**config.mk**
```make
export PLATFORM = sky130hd
export DESIGN_NAME = ng_panel
export DESIGN_NICKNAME = d
export VERILOG_FILES = /design/src/rtl/ng_panel_pkg.sv /design/src/rtl/ng_panel_ch.sv /design/src/rtl/ng_panel.sv
export SDC_FILE = /design/constraint.sdc
export NUM_CORES = 1
export LEC_CHECK = 0
export CAP_MARGIN = 30
export CORE_ASPECT_RATIO = 1.4
export CORE_UTILIZATION = 49
export DETAILED_ROUTE_END_ITERATION = 16
export PLACE_DENSITY = 0.75
export SYNTH_ARGS = -nofsm -noshare
export SYNTH_HDL_FRONTEND = slang
export SYNTH_HIERARCHICAL = 1
export SYNTH_SLANG_ARGS = --single-unit
```
**constraint.sdc**
```tcl
create_clock -name CLK -period 2.2 [get_ports CLK]
set_clock_uncertainty 0.05 [all_clocks]
set_input_delay 0.44 -clock CLK [delete_from_list [all_inputs] [get_ports CLK]]
set_output_delay 0.44 -clock CLK [all_outputs]
set_load 0.1 [all_outputs]
```
**src/rtl/ng_panel_pkg.sv**
```systemverilog
// Shared helpers and encodings for the front-panel input conditioner.
package ng_panel_pkg;

   // Bits needed to hold the values 0..value-1 (at least one bit).
   function automatic int clog2(input int value);
      int w;
      w = 1;
      while ((1 << w) < value) w++;
      return w;
   endfunction

   // Per-channel auto-repeat state.
   typedef enum logic {
      RPT_IDLE = 1'b0,
      RPT_HELD = 1'b1
   } rpt_state_e;

endpackage

```
**src/rtl/ng_panel_ch.sv**
```systemverilog
// One panel channel: two-flop synchroniser, polarity fix, tick-based
// debounce, registered edge pulses and optional auto-repeat.
module ng_panel_ch
   import ng_panel_pkg::*;
#(
   parameter bit INV       = 1'b1,
   parameter bit RPT_EN    = 1'b0,
   parameter int DB_CNT    = 4,
   parameter int RPT_DELAY = 100,
   parameter int RPT_RATE  = 20
) (
   input  logic CLK,
   input  logic NPURST,
   input  logic tick,
   input  logic sw,
   output logic state,
   output logic rise,
   output logic fall,
   output logic press
);

   localparam int DB_W    = clog2(DB_CNT);
   localparam int RPT_MAX = (RPT_DELAY > RPT_RATE) ? RPT_DELAY : RPT_RATE;
   localparam int RW      = clog2(RPT_MAX + 1);
   // The counter holds DB_CNT-1 when the next differing tick completes the run.
   localparam logic [DB_W-1:0] DB_LAST = DB_W'(DB_CNT - 1);

   logic            sync1_q, sync1_d;
   logic            sync2_q, sync2_d;
   logic [DB_W-1:0] db_cnt_q, db_cnt_d;
   logic            state_q, state_d;
   logic            rise_q, rise_d;
   logic            fall_q, fall_d;
   logic            press_q, press_d;
   rpt_state_e      rpt_st_q, rpt_st_d;
   logic [RW-1:0]   rpt_cnt_q, rpt_cnt_d;
   logic            level;
   logic            rpt_pulse;

   // Next-state logic: debounce on ticks, then the repeat FSM driven by the edges.
   always_comb begin
      sync1_d   = sw;
      sync2_d   = sync1_q;
      db_cnt_d  = db_cnt_q;
      state_d   = state_q;
      rise_d    = 1'b0;
      fall_d    = 1'b0;
      rpt_st_d  = rpt_st_q;
      rpt_cnt_d = rpt_cnt_q;
      rpt_pulse = 1'b0;
      level     = sync2_q ^ INV;

      if (tick) begin
         if (level != state_q) begin
            if (db_cnt_q == DB_LAST) begin
               state_d  = level;
               db_cnt_d = '0;
               rise_d   = level;
               fall_d   = ~level;
            end else begin
               db_cnt_d = db_cnt_q + 1'b1;
            end
         end else begin
            db_cnt_d = '0;
         end

         if (RPT_EN) begin
            case (rpt_st_q)
               RPT_IDLE: begin
                  if (rise_d) begin
                     rpt_st_d  = RPT_HELD;
                     rpt_cnt_d = RW'(RPT_DELAY);
                  end
               end
               RPT_HELD: begin
                  // A release on the same tick as a repeat suppresses the repeat.
                  if (fall_d) begin
                     rpt_st_d  = RPT_IDLE;
                     rpt_cnt_d = '0;
                  end else if (rpt_cnt_q == RW'(1)) begin
                     rpt_pulse = 1'b1;
                     rpt_cnt_d = RW'(RPT_RATE);
                  end else begin
                     rpt_cnt_d = rpt_cnt_q - 1'b1;
                  end
               end
               default: begin
                  rpt_st_d  = RPT_IDLE;
                  rpt_cnt_d = '0;
               end
            endcase
         end
      end

      press_d = rise_d | rpt_pulse;
   end

   // State registers; synchroniser resets to the released raw level.
   always_ff @(posedge CLK or negedge NPURST) begin
      if (!NPURST) begin
         sync1_q   <= INV;
         sync2_q   <= INV;
         db_cnt_q  <= '0;
         state_q   <= 1'b0;
         rise_q    <= 1'b0;
         fall_q    <= 1'b0;
         press_q   <= 1'b0;
         rpt_st_q  <= RPT_IDLE;
         rpt_cnt_q <= '0;
      end else begin
         sync1_q   <= sync1_d;
         sync2_q   <= sync2_d;
         db_cnt_q  <= db_cnt_d;
         state_q   <= state_d;
         rise_q    <= rise_d;
         fall_q    <= fall_d;
         press_q   <= press_d;
         rpt_st_q  <= rpt_st_d;
         rpt_cnt_q <= rpt_cnt_d;
      end
   end

   assign state = state_q;
   assign rise  = rise_q;
   assign fall  = fall_q;
   assign press = press_q;

endmodule

```
**src/rtl/ng_panel.sv**
```systemverilog
// Front-panel input conditioner: shared sample prescaler feeding N_CH
// independent debounce/edge/auto-repeat channels.
module ng_panel
   import ng_panel_pkg::*;
#(
   parameter int              N_CH      = 8,
   parameter int              DIV       = 250000,
   parameter int              DB_CNT    = 4,
   parameter logic [N_CH-1:0] INV_MASK  = '1,
   parameter logic [N_CH-1:0] RPT_MASK  = '0,
   parameter int              RPT_DELAY = 100,
   parameter int              RPT_RATE  = 20
) (
   input  logic            CLK,
   input  logic            NPURST,
   input  logic [N_CH-1:0] sw_in,
   output logic            tick,
   output logic [N_CH-1:0] state,
   output logic [N_CH-1:0] rise,
   output logic [N_CH-1:0] fall,
   output logic [N_CH-1:0] press
);

   if (N_CH < 1 || N_CH > 32) begin : g_bad_nch
      $error("ng_panel: N_CH must be 1..32");
   end
   if (DIV < 1) begin : g_bad_div
      $error("ng_panel: DIV must be >= 1");
   end
   if (DB_CNT < 1 || DB_CNT > 15) begin : g_bad_db
      $error("ng_panel: DB_CNT must be 1..15");
   end
   if (RPT_DELAY < 1 || RPT_RATE < 1) begin : g_bad_rpt
      $error("ng_panel: RPT_DELAY and RPT_RATE must be >= 1");
   end

   localparam int              PS_W    = clog2(DIV);
   localparam logic [PS_W-1:0] PS_LAST = PS_W'(DIV - 1);

   logic [PS_W-1:0] ps_cnt_q, ps_cnt_d;
   logic            tick_q, tick_d;

   // Prescaler wrap; tick is registered so it is high exactly while the count is DIV-1.
   always_comb begin
      ps_cnt_d = (ps_cnt_q == PS_LAST) ? '0 : ps_cnt_q + 1'b1;
      tick_d   = (ps_cnt_d == PS_LAST);
   end

   // Prescaler registers.
   always_ff @(posedge CLK or negedge NPURST) begin
      if (!NPURST) begin
         ps_cnt_q <= '0;
         tick_q   <= 1'b0;
      end else begin
         ps_cnt_q <= ps_cnt_d;
         tick_q   <= tick_d;
      end
   end

   assign tick = tick_q;

   for (genvar i = 0; i < N_CH; i++) begin : g_ch
      ng_panel_ch #(
         .INV       (INV_MASK[i]),
         .RPT_EN    (RPT_MASK[i]),
         .DB_CNT    (DB_CNT),
         .RPT_DELAY (RPT_DELAY),
         .RPT_RATE  (RPT_RATE)
      ) u_ch (
         .CLK    (CLK),
         .NPURST (NPURST),
         .tick   (tick_q),
         .sw     (sw_in[i]),
         .state  (state[i]),
         .rise   (rise[i]),
         .fall   (fall[i]),
         .press  (press[i])
      );
   end

endmodule

```
==> out/qor.txt <==
status - completed
PortBufs - 42
# IOs - 43
Max Freq - 476 MHz
GRT Max-Usage Layer - met2
Critical Path, Cell by Cell - ha_2 -> xor2_1 -> nand3b_1 -> or3_2 -> a2111o_1 -> a2111oi_2
Final min period - 2100 ps
Hold WS - 47.8 ps
Vias/cell - 5.16
area of the multi-input gates - 0.00110 sq mm
largest net degree at the start of global routing - 76
Initial Util - 50.9%
Synth Area in Simple Gates - 16.1%
most frequent cells in the layout - dfrtp_1 (59), buf_4 (40), nand2_1 (30)
Cell Rows - 34
grt met3 use - 4.98%
vias - 2,078
CTS root buf - clkbuf_8
pre-CTS WS - 38.3 ps
CP max FO - 3
Antenna Nets Post-Route - 0
Reg area - 0.00190 sq mm
ANT cells - 0
share of layout cells above drive strength 1 - 24.5%
Arr. time, crit path - 2280 ps
Detailed Routing Iterations Pass 1 - 4
met1 Use GR - 21.6%
post-synthesis average cell area - 11.5 sq um
CP peak stage delay - 410 ps
# nets final - 345
Synth Flop Type - dfrtp_1
worst setup margin - 99.7 ps
cells after synthesis - 277
asr flop ratio synth - 100%
Mapped Area - 0.00318 sq mm
drt drc - 0
gp weighted congestion - 0.811
Post-Synth Adder-Cell Area - 3.54%
DRT iter0 DRCs - 67
worst relative slew slack - 62.6%
cell taking the most area after synthesis - dfrtp_1
Final Max Tran Viols - 0
Data required, critical path - 2380 ps
post-synth top area share - 46.4%
initial antenna violation count - 0
largest family of logic cells by synthesized area - simple AND/OR/NAND/NOR gates
average wire per cell in the routed design - 12.9 um
Global Route Usage Sum - 17.2%
number of max-cap violations - 0
fill count - 490
final WL - 5200 um
endpoint type of the worst setup path - flop
Max Buffers Root-to-Sink - 2
syn nets - 296
Worst-Skew Late Latency - 340 ps
crit start category - flop
Seq/Total Area, Yosys - 59.6%
vias in the first global route - 2,072
DP HPWL - 3470 um
die area - 0.00682 sq mm
H-Tree Level Count - 3
Post-DP Area - 0.00359 sq mm
Post-CTS Hold Fix Bufs - 0
final instance area - 0.00384 sq mm
Compound-Gate Fraction of Synth Area - 4.84%
number of enable flip-flop cells after synthesis - 0
Die X-Extent - 70.1 um
area grow syn2layout - 20.7%
Die Ht - 97.3 um
Setup CP Type - reg2reg
most common cell after layout, fill and taps aside - dfrtp_1
GR met2 Demand/Resource - 27.7%
Remaining Overflow, GRT - 0
worst-margin pin slew - 562 ps
leading post-synthesis cells by cell area - dfrtp_1 (46%), dfstp_2 (13%), xor2_1 (5.5%), ha_1 (3.5%), nand2_1 (3.5%)
final setup fails - 0
HP Class - in2async
VDD IR-drop max - 349 uV
LEAKAGE - 0.00184 uW
global-route wire length before repair - 9300 um
Hold Vio Cnt, Final - 0
#FFs+latches synth - 75
core area - 0.00625 sq mm
clock transition at the registers of the reported paths - 70 ps
Warnings, synthesis - 6
XOR/XNOR Fraction of Synth Area - 6.88%
RSZ-0062 raised after global routing - false
TritonCTS Buffers - 9
P per Cell Area - 689 mW/mm^2
multiplexer share of the synthesized area - 2.83%
TNS Setup - 0 ps
slowest cell on the critical path - or3_2
crit share post-route - 95.5%
CTS tree - yes
Unique masters post-synth - 34
Num Clock Sinks - 75
-- per-layer routing --
layer	up-vias	routed length (um)
met2	39	2600
met4	0	104
li1	1016	-
met3	13	194
met5	-	0
met1	1010	2300
-- worst paths after layout --
check,end,slack (ps),depth (start not counted),startpoint
setup / recovery,tick$_DFF_PN0_,100,6,ps_cnt_q[1]$_DFF_PN0_
hold / removal,g_ch[0].u_ch/press$_DFF_PN0_,50,2,NPURST
setup reg to reg,tick$_DFF_PN0_,100,6,ps_cnt_q[1]$_DFF_PN0_
hold reg to reg,g_ch[4].u_ch/sync2_q$_DFF_PN1_,310,0,g_ch[4].u_ch/sync1_q$_DFF_PN1_
max in group asynchronous,g_ch[0].u_ch/sync2_q$_DFF_PN1_,1670,2,NPURST
min in group CLK,g_ch[4].u_ch/sync2_q$_DFF_PN1_,310,0,g_ch[4].u_ch/sync1_q$_DFF_PN1_
-- cells in the mapped netlist, drive strengths merged (5+ instances only) --
master and n:
nand3 10, buf 10, mux2i 9, dfstp 16
inv 27, or3b 8, o22ai 16, xor2 20
nor2 22, xnor2 5, nor3 10, ha 9
nand2 30, dfrtp 59
-- logic make-up (layout without fill, tap and decap cells) --
logic type | after synthesis | in the layout
and+or+nand+nor | 97 | 97
buffers and inverters | 40 | 94
DFF | 75 | 75
xor gates and xnor gates | 25 | 25
AOI/OAI and AO/OA | 22 | 22
adders and majority gates | 9 | 9
muxes | 9 | 9
-- stage by stage --
stage	instances	utilization [%]	power (uW)
floorplan	277	-	1450
global placement	386	57.5	1500
detailed placement	386	57.5	1500
CTS	402	61.1	2680
global route	403	61.4	2750
finish	403	61.4	2650
-- power by group --
part           switching [uW]  internal, uW  total, uW
Combinational            31.8          21.5       53.3
Sequential               11.9          1410       1420
Clock                     476           699       1170
Total                     519          2130       2650
-- critical path: cells and delay by family (launching register included) --
family / cells / cell delay, ps
AOI/OAI and AO/OA: 2 / 680
and+or+nand+nor: 2 / 500
DFF: 1 / 380
adders and majority gates: 1 / 210
xor gates and xnor gates: 1 / 190
-- layout make-up --
type                       instances  area share, %
inverter                          27           2.64
clock buffer                      12           4.04
timing repair buffer              51           11.1
multi-input combinational        162           28.6
clock inverter                     4           1.89
sequential                        75           49.4
tap                               72           2.35
-- state kept, by name (all words and copies together) (netlist names) --
register and flops:
g_ch.u_ch/press 8, g_ch.u_ch/state 8, g_ch.u_ch/sync2_q 8, ps_cnt_q 18
g_ch.u_ch/sync1_q 8, g_ch.u_ch/fall 8, tick 1, g_ch.u_ch/db_cnt_q 16
-- timing repair --
item                       4_1_cts  5_1_grt
setup endpoints to repair        0        1
buffers inserted                 0        1
resized for setup                0        2
No activity file was read; power rests on OpenSTA's default activity.
